## src/rtl/seq_divider.sv

```systemverilog
// Multi-cycle signed restoring divider: one quotient bit per clock, start/busy/done handshake.
// Optional macro SEQ_DIVIDER_UNSIGNED_EN adds an is_signed input selecting signed or unsigned operation.
module seq_divider #(
    parameter int WIDTH = 8
) (
    input  logic             clk,
    input  logic             rst,
    input  logic             start,
`ifdef SEQ_DIVIDER_UNSIGNED_EN
    input  logic             is_signed,
`endif
    input  logic [WIDTH-1:0] dividend,
    input  logic [WIDTH-1:0] divisor,
    output logic [WIDTH-1:0] quotient,
    output logic [WIDTH-1:0] remainder,
    output logic             busy,
    output logic             done,
    output logic             div_zero,
    output logic             overflow
);

    localparam int CW = (WIDTH > 1) ? $clog2(WIDTH) : 1;
    localparam logic [CW-1:0] LAST = CW'(WIDTH - 1);
    localparam logic [WIDTH-1:0] MIN_MAG = {1'b1, {(WIDTH-1){1'b0}}};

    typedef enum logic [1:0] {IDLE, CALC, SIGN, FIN} state_t;

    state_t           state, state_next;
    logic [CW-1:0]    count, count_next;
    logic [WIDTH-1:0] shift_q, shift_q_next;
    logic [WIDTH-1:0] dvs_mag, dvs_mag_next;
    logic [WIDTH-1:0] rem, rem_next;
    logic             q_neg, q_neg_next;
    logic             r_neg, r_neg_next;
    logic             signed_op, signed_op_next;
    logic [WIDTH-1:0] quotient_next, remainder_next;
    logic             busy_next, done_next, div_zero_next, overflow_next;

    logic             use_signed;
    logic [WIDTH-1:0] dvd_abs, dvs_abs;
    logic [WIDTH:0]   partial, diff;

`ifdef SEQ_DIVIDER_UNSIGNED_EN
    assign use_signed = is_signed;
`else
    assign use_signed = 1'b1;
`endif

    // shift_q starts as the dividend magnitude; its top bit feeds the partial
    // remainder while quotient bits enter at the bottom, so it ends holding the quotient.
    always_comb begin
        dvd_abs = (use_signed && dividend[WIDTH-1]) ? -dividend : dividend;
        dvs_abs = (use_signed && divisor[WIDTH-1])  ? -divisor  : divisor;
        partial = {rem, shift_q[WIDTH-1]};
        diff    = partial - {1'b0, dvs_mag};
    end

    always_comb begin
        state_next     = state;
        count_next     = count;
        shift_q_next   = shift_q;
        dvs_mag_next   = dvs_mag;
        rem_next       = rem;
        q_neg_next     = q_neg;
        r_neg_next     = r_neg;
        signed_op_next = signed_op;
        quotient_next  = quotient;
        remainder_next = remainder;
        busy_next      = busy;
        done_next      = 1'b0;
        div_zero_next  = div_zero;
        overflow_next  = overflow;

        case (state)
            IDLE: begin
                if (start) begin
                    q_neg_next     = use_signed & (dividend[WIDTH-1] ^ divisor[WIDTH-1]);
                    r_neg_next     = use_signed & dividend[WIDTH-1];
                    signed_op_next = use_signed;
                    shift_q_next   = dvd_abs;
                    dvs_mag_next   = dvs_abs;
                    count_next     = '0;
                    busy_next      = 1'b1;
                    // On divide-by-zero the raw dividend parks in rem to become the remainder.
                    if (divisor == '0) begin
                        rem_next   = dividend;
                        state_next = FIN;
                    end else begin
                        rem_next   = '0;
                        state_next = CALC;
                    end
                end
            end
            CALC: begin
                if (!diff[WIDTH]) begin
                    rem_next     = diff[WIDTH-1:0];
                    shift_q_next = {shift_q[WIDTH-2:0], 1'b1};
                end else begin
                    rem_next     = partial[WIDTH-1:0];
                    shift_q_next = {shift_q[WIDTH-2:0], 1'b0};
                end
                if (count == LAST) begin
                    count_next = '0;
                    state_next = SIGN;
                end else begin
                    count_next = count + CW'(1);
                end
            end
            SIGN: begin
                quotient_next  = q_neg ? -shift_q : shift_q;
                remainder_next = r_neg ? -rem : rem;
                overflow_next  = signed_op && !q_neg && (shift_q == MIN_MAG);
                div_zero_next  = 1'b0;
                done_next      = 1'b1;
                busy_next      = 1'b0;
                state_next     = IDLE;
            end
            FIN: begin
                quotient_next  = '1;
                remainder_next = rem;
                overflow_next  = 1'b0;
                div_zero_next  = 1'b1;
                done_next      = 1'b1;
                busy_next      = 1'b0;
                state_next     = IDLE;
            end
            default: state_next = IDLE;
        endcase
    end

    always_ff @(posedge clk or posedge rst) begin
        if (rst) begin
            state <= IDLE;
        end else begin
            state <= state_next;
        end
    end

    always_ff @(posedge clk or posedge rst) begin
        if (rst) begin
            count     <= '0;
            shift_q   <= '0;
            dvs_mag   <= '0;
            rem       <= '0;
            q_neg     <= 1'b0;
            r_neg     <= 1'b0;
            signed_op <= 1'b0;
            quotient  <= '0;
            remainder <= '0;
            busy      <= 1'b0;
            done      <= 1'b0;
            div_zero  <= 1'b0;
            overflow  <= 1'b0;
        end else begin
            count     <= count_next;
            shift_q   <= shift_q_next;
            dvs_mag   <= dvs_mag_next;
            rem       <= rem_next;
            q_neg     <= q_neg_next;
            r_neg     <= r_neg_next;
            signed_op <= signed_op_next;
            quotient  <= quotient_next;
            remainder <= remainder_next;
            busy      <= busy_next;
            done      <= done_next;
            div_zero  <= div_zero_next;
            overflow  <= overflow_next;
        end
    end

endmodule
```

## config.mk

```make
export PLATFORM = sky130hd
export DESIGN_NAME = seq_divider
export DESIGN_NICKNAME = d
export VERILOG_FILES = /design/src/rtl/seq_divider.sv
export SDC_FILE = /design/constraint.sdc
export NUM_CORES = 1
export LEC_CHECK = 0
export CORE_AREA = 8 8 84 86
export DETAILED_ROUTE_END_ITERATION = 8
export DIE_AREA = 0 0 92 94
export HOLD_SLACK_MARGIN = 0.06
export PLACE_DENSITY = 0.89
export SLEW_MARGIN = 25
export SYNTH_ARGS = -nofsm -noshare
export SYNTH_HDL_FRONTEND = slang
export SYNTH_SLANG_ARGS = --single-unit
export TNS_END_PERCENT = 10
```

## constraint.sdc

```tcl
create_clock -name clk -period 3.75 [get_ports clk]
set_clock_uncertainty 0.15 [all_clocks]
set_input_delay 0.9375 -clock clk [delete_from_list [all_inputs] [get_ports clk]]
set_output_delay 0.9375 -clock clk [all_outputs]
set_load 0.05 [all_outputs]
```

==> impl_metrics.json, run 1 <==
{
  "nFillCells": 476,
  "grt.met3_usage_pct": 4.237,
  "top_usage_layer": "met2",
  "rsz0062_at_grt": "no",
  "clock_latency_ps": 310,
  "maxCapViolations": 0,
  "final_antenna_net_count": 0,
  "power_density_nw_per_um2": 983.9,
  "cp.required_ps": 3840,
  "synth.distinct_cells": 46,
  "peakVddDrop_mv": 0.4510,
  "worstSetupPathDepth": 11,
  "critical_path_class": "reg -> reg",
  "r2r_cells": 11,
  "synth_compound_area_share_pct": 16.97,
  "path_buf_inv": 3,
  "leakagePower_nw": 1.597,
  "syn_to_final_growth_pct": 17.89,
  "synthAdderAreaFrac_pct": 6.215,
  "dp.cells": 451,
  "synth-simple-area-share_pct": 18.49,
  "cts_setup_buffers": 0,
  "r2r_end": "rem[0]",
  "synth-seq-cells": 52,
  "core-area_um2": 5746,
  "ios": 39,
  "synth_top_area_share_pct": 41.43,
  "use_met1_pct": 19.73,
  "grt_overflow": 0,
  "setup_viol": 0,
  "routed_via_density": 5.651,
  "die_h_um": 94,
  "setup_ws_ps": 526.0,
  "slew_violations": 0,
  "setup.worst_path.end_class": "register",
  "crit_family": "compound AO/OA/AOI/OAI gates",
  "dp_hpwl_um": 5334,
  "r2r_start": "shift_q[7]",
  "synth_edf_count": 0,
  "crit_end": "rem[0]",
  "slowest_stage": "dfrtp_1",
  "pre_cts_slack_ps": 383.3,
  "synth_top_family_by_area": "simple AND/OR/NAND/NOR gates",
  "htree_levels": 2,
  "remaining_drc_errors": 0,
  "crit_arrival_ps": 3310,
  "grt_max_degree": 40,
  "synth_seq_area_share_pct": 41.43,
  "nets": 417,
  "reg2reg_slack_ps": 530,
  "numPortBuffers": 38,
  "avgSynthCellArea_um2": 8.922,
  "min_path_cells": 2,
  "worstMarginPinSlew_ps": 683.1,
  "initial_utilization_pct": 54.66,
  "max_freq_ghz": 0.3102,
  "place_congestion": 0.8747,
  "finalWirelength_um": 7141,
  "yosys.area.top_type": "dfrtp_1",
  "crit_path_max_fanout": 12,
  "cts_tree": "done",
  "finalPower_mw": 3.643,
  "fin_area_um2": 3702,
  "fin_cells": 458,
  "cts_sinks": 52,
  "post_dp_cell_area_um2": 3573,
  "diodes": 0,
  "startpoint_type": "register",
  "die_area_um2": 8648,
  "cts_root_buf": "clkbuf_8",
  "timing.setup.tns_ps": 0,
  "syn_nets": 386,
  "drt_iter0_drc": 181,
  "crit_chain": "inv_1 > ha_1 > inv_1 > fa_1 > a211oi_1 > nor3b_2 > mux2i_1 > a2111oi_4 > buf_4 > mux2_2 > a21oi_1",
  "dr.pass1.iters": 4,
  "post-route-min-period_ps": 3224,
  "synth_xor_area_share_pct": 8.088,
  "crit_top_cell": "inv_1",
  "post_cts_resized": 0,
  "whs_ps": 342.2,
  "wl_per_cell_um": 15.59,
  "grt_pass1_vias": 2595,
  "yosys_warnings": 0,
  "syn_area_um2": 3141,
  "numCtsBuffers": 5,
  "max_stage_delay_ps": 440,
  "die_x_um": 92,
  "synthArstFlopShare_pct": 100.0,
  "grt_antenna_before_repair": 0,
  "fin_util_pct": 64.44,
  "grt_pass1_wl_um": 11920,
  "cts_buffer_depth": 2,
  "ys.flop_type": "dfrtp_1",
  "vias": 2588,
  "relSlewSlack_pct": 54.46,
  "grtUsageMet2_pct": 29.08,
  "netlist_instances": 352,
  "hold_viol": 0,
  "rows": 28,
  "drive_above_1_share_pct": 6.266,
  "cp-startpoint": "shift_q[7]",
  "hold_path.class": "reg -> reg",
  "synth_area_leaders": "dfrtp_1, ha_1, nor2_1",
  "track_usage_pct": 16.88,
  "period_share_pct": 85.97,
  "clk_pin_slew_ps": 90,
  "status": "completed",
  "muxShareOfSynthArea_pct": 3.665,
  "hold_buffers": 0
}
## synthesized netlist by cell type, types with 4 or more instances
master    instances
nand3_1           7
nand2b_1          7
clkbuf_1         14
nor3_1            6
dfrtp_1          52
xor2_1           11
o21ai_0          19
mux2i_1           7
a211oi_1          8
xnor2_1          18
ha_1             14
inv_1            20
a21oi_1          32
nand2_1          36
nor2_1           43
and3_1            5
mux2_2            4
o31ai_1           4
## how the worst min path moves through the flow
stage               slack (ps)  startpoint   endpoint
floorplan                  290   signed_op  signed_op
global placement           300   signed_op  signed_op
detailed placement         320       r_neg      r_neg
CTS                        340       r_neg      r_neg
global route               380   signed_op  signed_op
finish                     340       r_neg      r_neg
## cell families after synthesis
family,count (synthesis)
DFF,52
and+or+nand+nor,122
buffers and inverters,40
muxes,11
xor gates and xnor gates,29
AOI/OAI and AO/OA,83
adders and majority gates,15
## per-layer routing
layer / vias up / part of all wire, %
li1: 1263 / -
met1: 1234 / 42
met2: 81 / 50
met3: 10 / 6.7
met4: 0 / 1.8
met5: - / 0
## worst min-delay path, cell delays in order, from the launching register on
cell and delay (ps):
dfrtp_1 360, nand2_1 50, nand2_1 60
## registers in the layout, indices dropped and copies added, names as in the netlist
register,cells
q_neg,1
overflow,1
done,1
remainder,8
signed_op,1
shift_q,8
busy,1
dvs_mag,8
state,2
quotient,8
r_neg,1
rem,8
count,3
div_zero,1
## cell usage in the layout (no fill, tap or decap), drive strengths merged, types with 4 or more instances in the layout
cell,count
dfrtp,52
nor2,43
clkdlybuf4s50,38
nand2,36
a21oi,32
o21ai,20
inv,20
xnor2,18
ha,14
xor2,11
a211oi,8
mux2i,7
nand2b,7
nand3,7
nor3,7
buf,6
and3,5
clkbuf,5
o31ai,4
mux2,4
a311oi,4
## power by group
part,leakage (nW),internal (mW),switching [mW]
Combinational,0.937,0.872,1.26
Sequential,0.596,0.814,0.254
Clock,0.0642,0.263,0.183
Total,1.60,1.95,1.69
## layout make-up
class	count	area [um^2]	area share [%]
Clock buffer	5	68.82	1.859
Sequential cell	52	1301	35.15
Tap cell	75	93.84	2.535
Clock inverter	2	60.06	1.622
Inverter	20	75.07	2.028
Timing Repair Buffer	44	425.4	11.49
Multi-Input combinational cell	260	1678	45.32
Power figures use the tool's default switching activity.
==> run 2, diff against run 1 <==
--- a/config.mk
+++ b/config.mk
@@ -5,11 +5,12 @@
 export SDC_FILE = /design/constraint.sdc
 export NUM_CORES = 1
 export LEC_CHECK = 0
-export CORE_AREA = 8 8 84 86
+export CAP_MARGIN = 20
+export CORE_AREA = 2 2 78 80
 export DETAILED_ROUTE_END_ITERATION = 8
-export DIE_AREA = 0 0 92 94
+export DIE_AREA = 0 0 80 82
 export HOLD_SLACK_MARGIN = 0.06
-export PLACE_DENSITY = 0.89
+export PLACE_DENSITY_LB_ADDON = 0.08
 export SLEW_MARGIN = 25
 export SYNTH_ARGS = -nofsm -noshare
 export SYNTH_HDL_FRONTEND = slang
==> run 2 against run 1 <==
Design area fell by 0.74%. Clock power decreased by 26%. Combinational power decreased by 2%. Cell count up 0.44%. Register-to-register slack improved by 70 ps. Core utilization decreased by 0.48 points. Non-clock buffer count increased by 1. First-iteration DRC count fell by 42%. Sequential power barely moved. Sequential cell count stayed put. Critical path type unchanged. Largest power group unchanged. Highest routed layer unchanged.
==> impl_metrics.json, run 2 (same netlist as run 1, synthesis figures left out) <==
{
  "die_area_um2": 6560,
  "dr.pass1.iters": 4,
  "cts_setup_buffers": 0,
  "die_h_um": 82,
  "grt_antenna_before_repair": 0,
  "critical_path_class": "reg -> reg",
  "cts_tree": "done",
  "crit_family": "compound AO/OA/AOI/OAI gates",
  "finalWirelength_um": 6717,
  "post-route-min-period_ps": 3159,
  "dp.cells": 452,
  "fin_util_pct": 63.96,
  "setup.worst_path.end_class": "register",
  "track_usage_pct": 22.14,
  "routed_via_density": 5.437,
  "numCtsBuffers": 5,
  "period_share_pct": 84.23,
  "clock_latency_ps": 310,
  "grt_pass1_wl_um": 11210,
  "htree_levels": 2,
  "fin_area_um2": 3675,
  "drive_above_1_share_pct": 6.753,
  "grt_overflow": 0,
  "clk_pin_slew_ps": 100,
  "drt_iter0_drc": 105,
  "final_cell_mix": "dfrtp_1, nor2_1, clkdlybuf4s50_1, nand2_1, a21oi_1",
  "diodes": 0,
  "finalPower_mw": 3.495,
  "whs_ps": 338.2,
  "cts_sinks": 52,
  "reg2reg_slack_ps": 590,
  "maxCapViolations": 0,
  "final_common_cell": "dfrtp_1",
  "hold_path.class": "reg -> reg",
  "die_x_um": 80,
  "post_dp_cell_area_um2": 3581,
  "rows": 28,
  "slew_violations": 0,
  "path_buf_inv": 3,
  "peakVddDrop_mv": 0.4607,
  "cts_root_buf": "clkbuf_8",
  "crit_arrival_ps": 3240,
  "wl_met2_um": 3048,
  "max_stage_delay_ps": 440,
  "initial_utilization_pct": 54.66,
  "power_density_nw_per_um2": 951.1,
  "core-area_um2": 5746,
  "max_freq_ghz": 0.3166,
  "fin_cells": 460,
  "leakagePower_nw": 1.582,
  "final_antenna_net_count": 0,
  "cts_buffer_depth": 2,
  "rsz0062_at_grt": "no",
  "crit_path_max_fanout": 12,
  "worstMarginPinSlew_ps": 695.1,
  "crit_top_cell": "inv_1",
  "numPortBuffers": 38,
  "setup_viol": 0,
  "dp_hpwl_um": 4957,
  "place_congestion": 0.8179,
  "wl_met1_um": 3297,
  "setup_ws_ps": 591.2,
  "cp.required_ps": 3830,
  "vias": 2501,
  "ios": 39,
  "crit_chain": "inv_1 > ha_1 > inv_1 > fa_1 > a211oi_1 > nor3b_2 > mux2i_1 > a2111oi_4 > buf_4 > mux2_2 > a21oi_1",
  "hold_viol": 0,
  "syn_to_final_growth_pct": 17.01,
  "timing.setup.tns_ps": 0,
  "grt_pass1_vias": 2353,
  "hold_buffers": 0,
  "startpoint_type": "register",
  "grt_max_degree": 53,
  "pre_cts_slack_ps": 405.7,
  "dr.max_layer_used": "met4",
  "nets": 418,
  "post_cts_resized": 0,
  "dr_wl_met3_um": 259,
  "slowest_stage": "dfrtp_1",
  "relSlewSlack_pct": 53.66,
  "status": "completed",
  "wl_per_cell_um": 14.60,
  "remaining_drc_errors": 0
}
[run 2: final timing paths]
kind                            start           end  cells past startpoint
max reg2reg                shift_q[7]        rem[0]                     11
min in group asynchronous         rst  remainder[1]                      3
min reg2reg                dvs_mag[6]    dvs_mag[6]                      2
max                        shift_q[7]        rem[0]                     11
min                        dvs_mag[6]    dvs_mag[6]                      2
max in group asynchronous         rst        rem[1]                      3
[run 2: power breakdown]
part	total [mW]	switching, mW	internal [mW]
Combinational	2.09	1.22	0.871
Sequential	1.08	0.262	0.814
Clock	0.332	0.195	0.136
[run 2: layout make-up]
type | count | area (um^2)
multi-input cells | 260 | 1678
clock buffers | 5 | 68.82
repair buffers | 45 | 432.9
flip-flops and latches | 52 | 1301
well taps | 75 | 93.84
fillers | 519 | 2071
inverters | 20 | 75.07
clock inverters | 3 | 25.02
[run 2: metal layers]
layer,vias to the layer above,global-route usage (%)
met5,-,0
met4,0,6.780
met3,8,3.626
met2,53,35.00
met1,1170,31.42
li1,1270,-
[run 2: worst min-delay path, delay by kind of cell, from the launching register on]
kind,cells,cell delay [ps]
flops,1,350
compound gates,1,60
simple gates,1,50
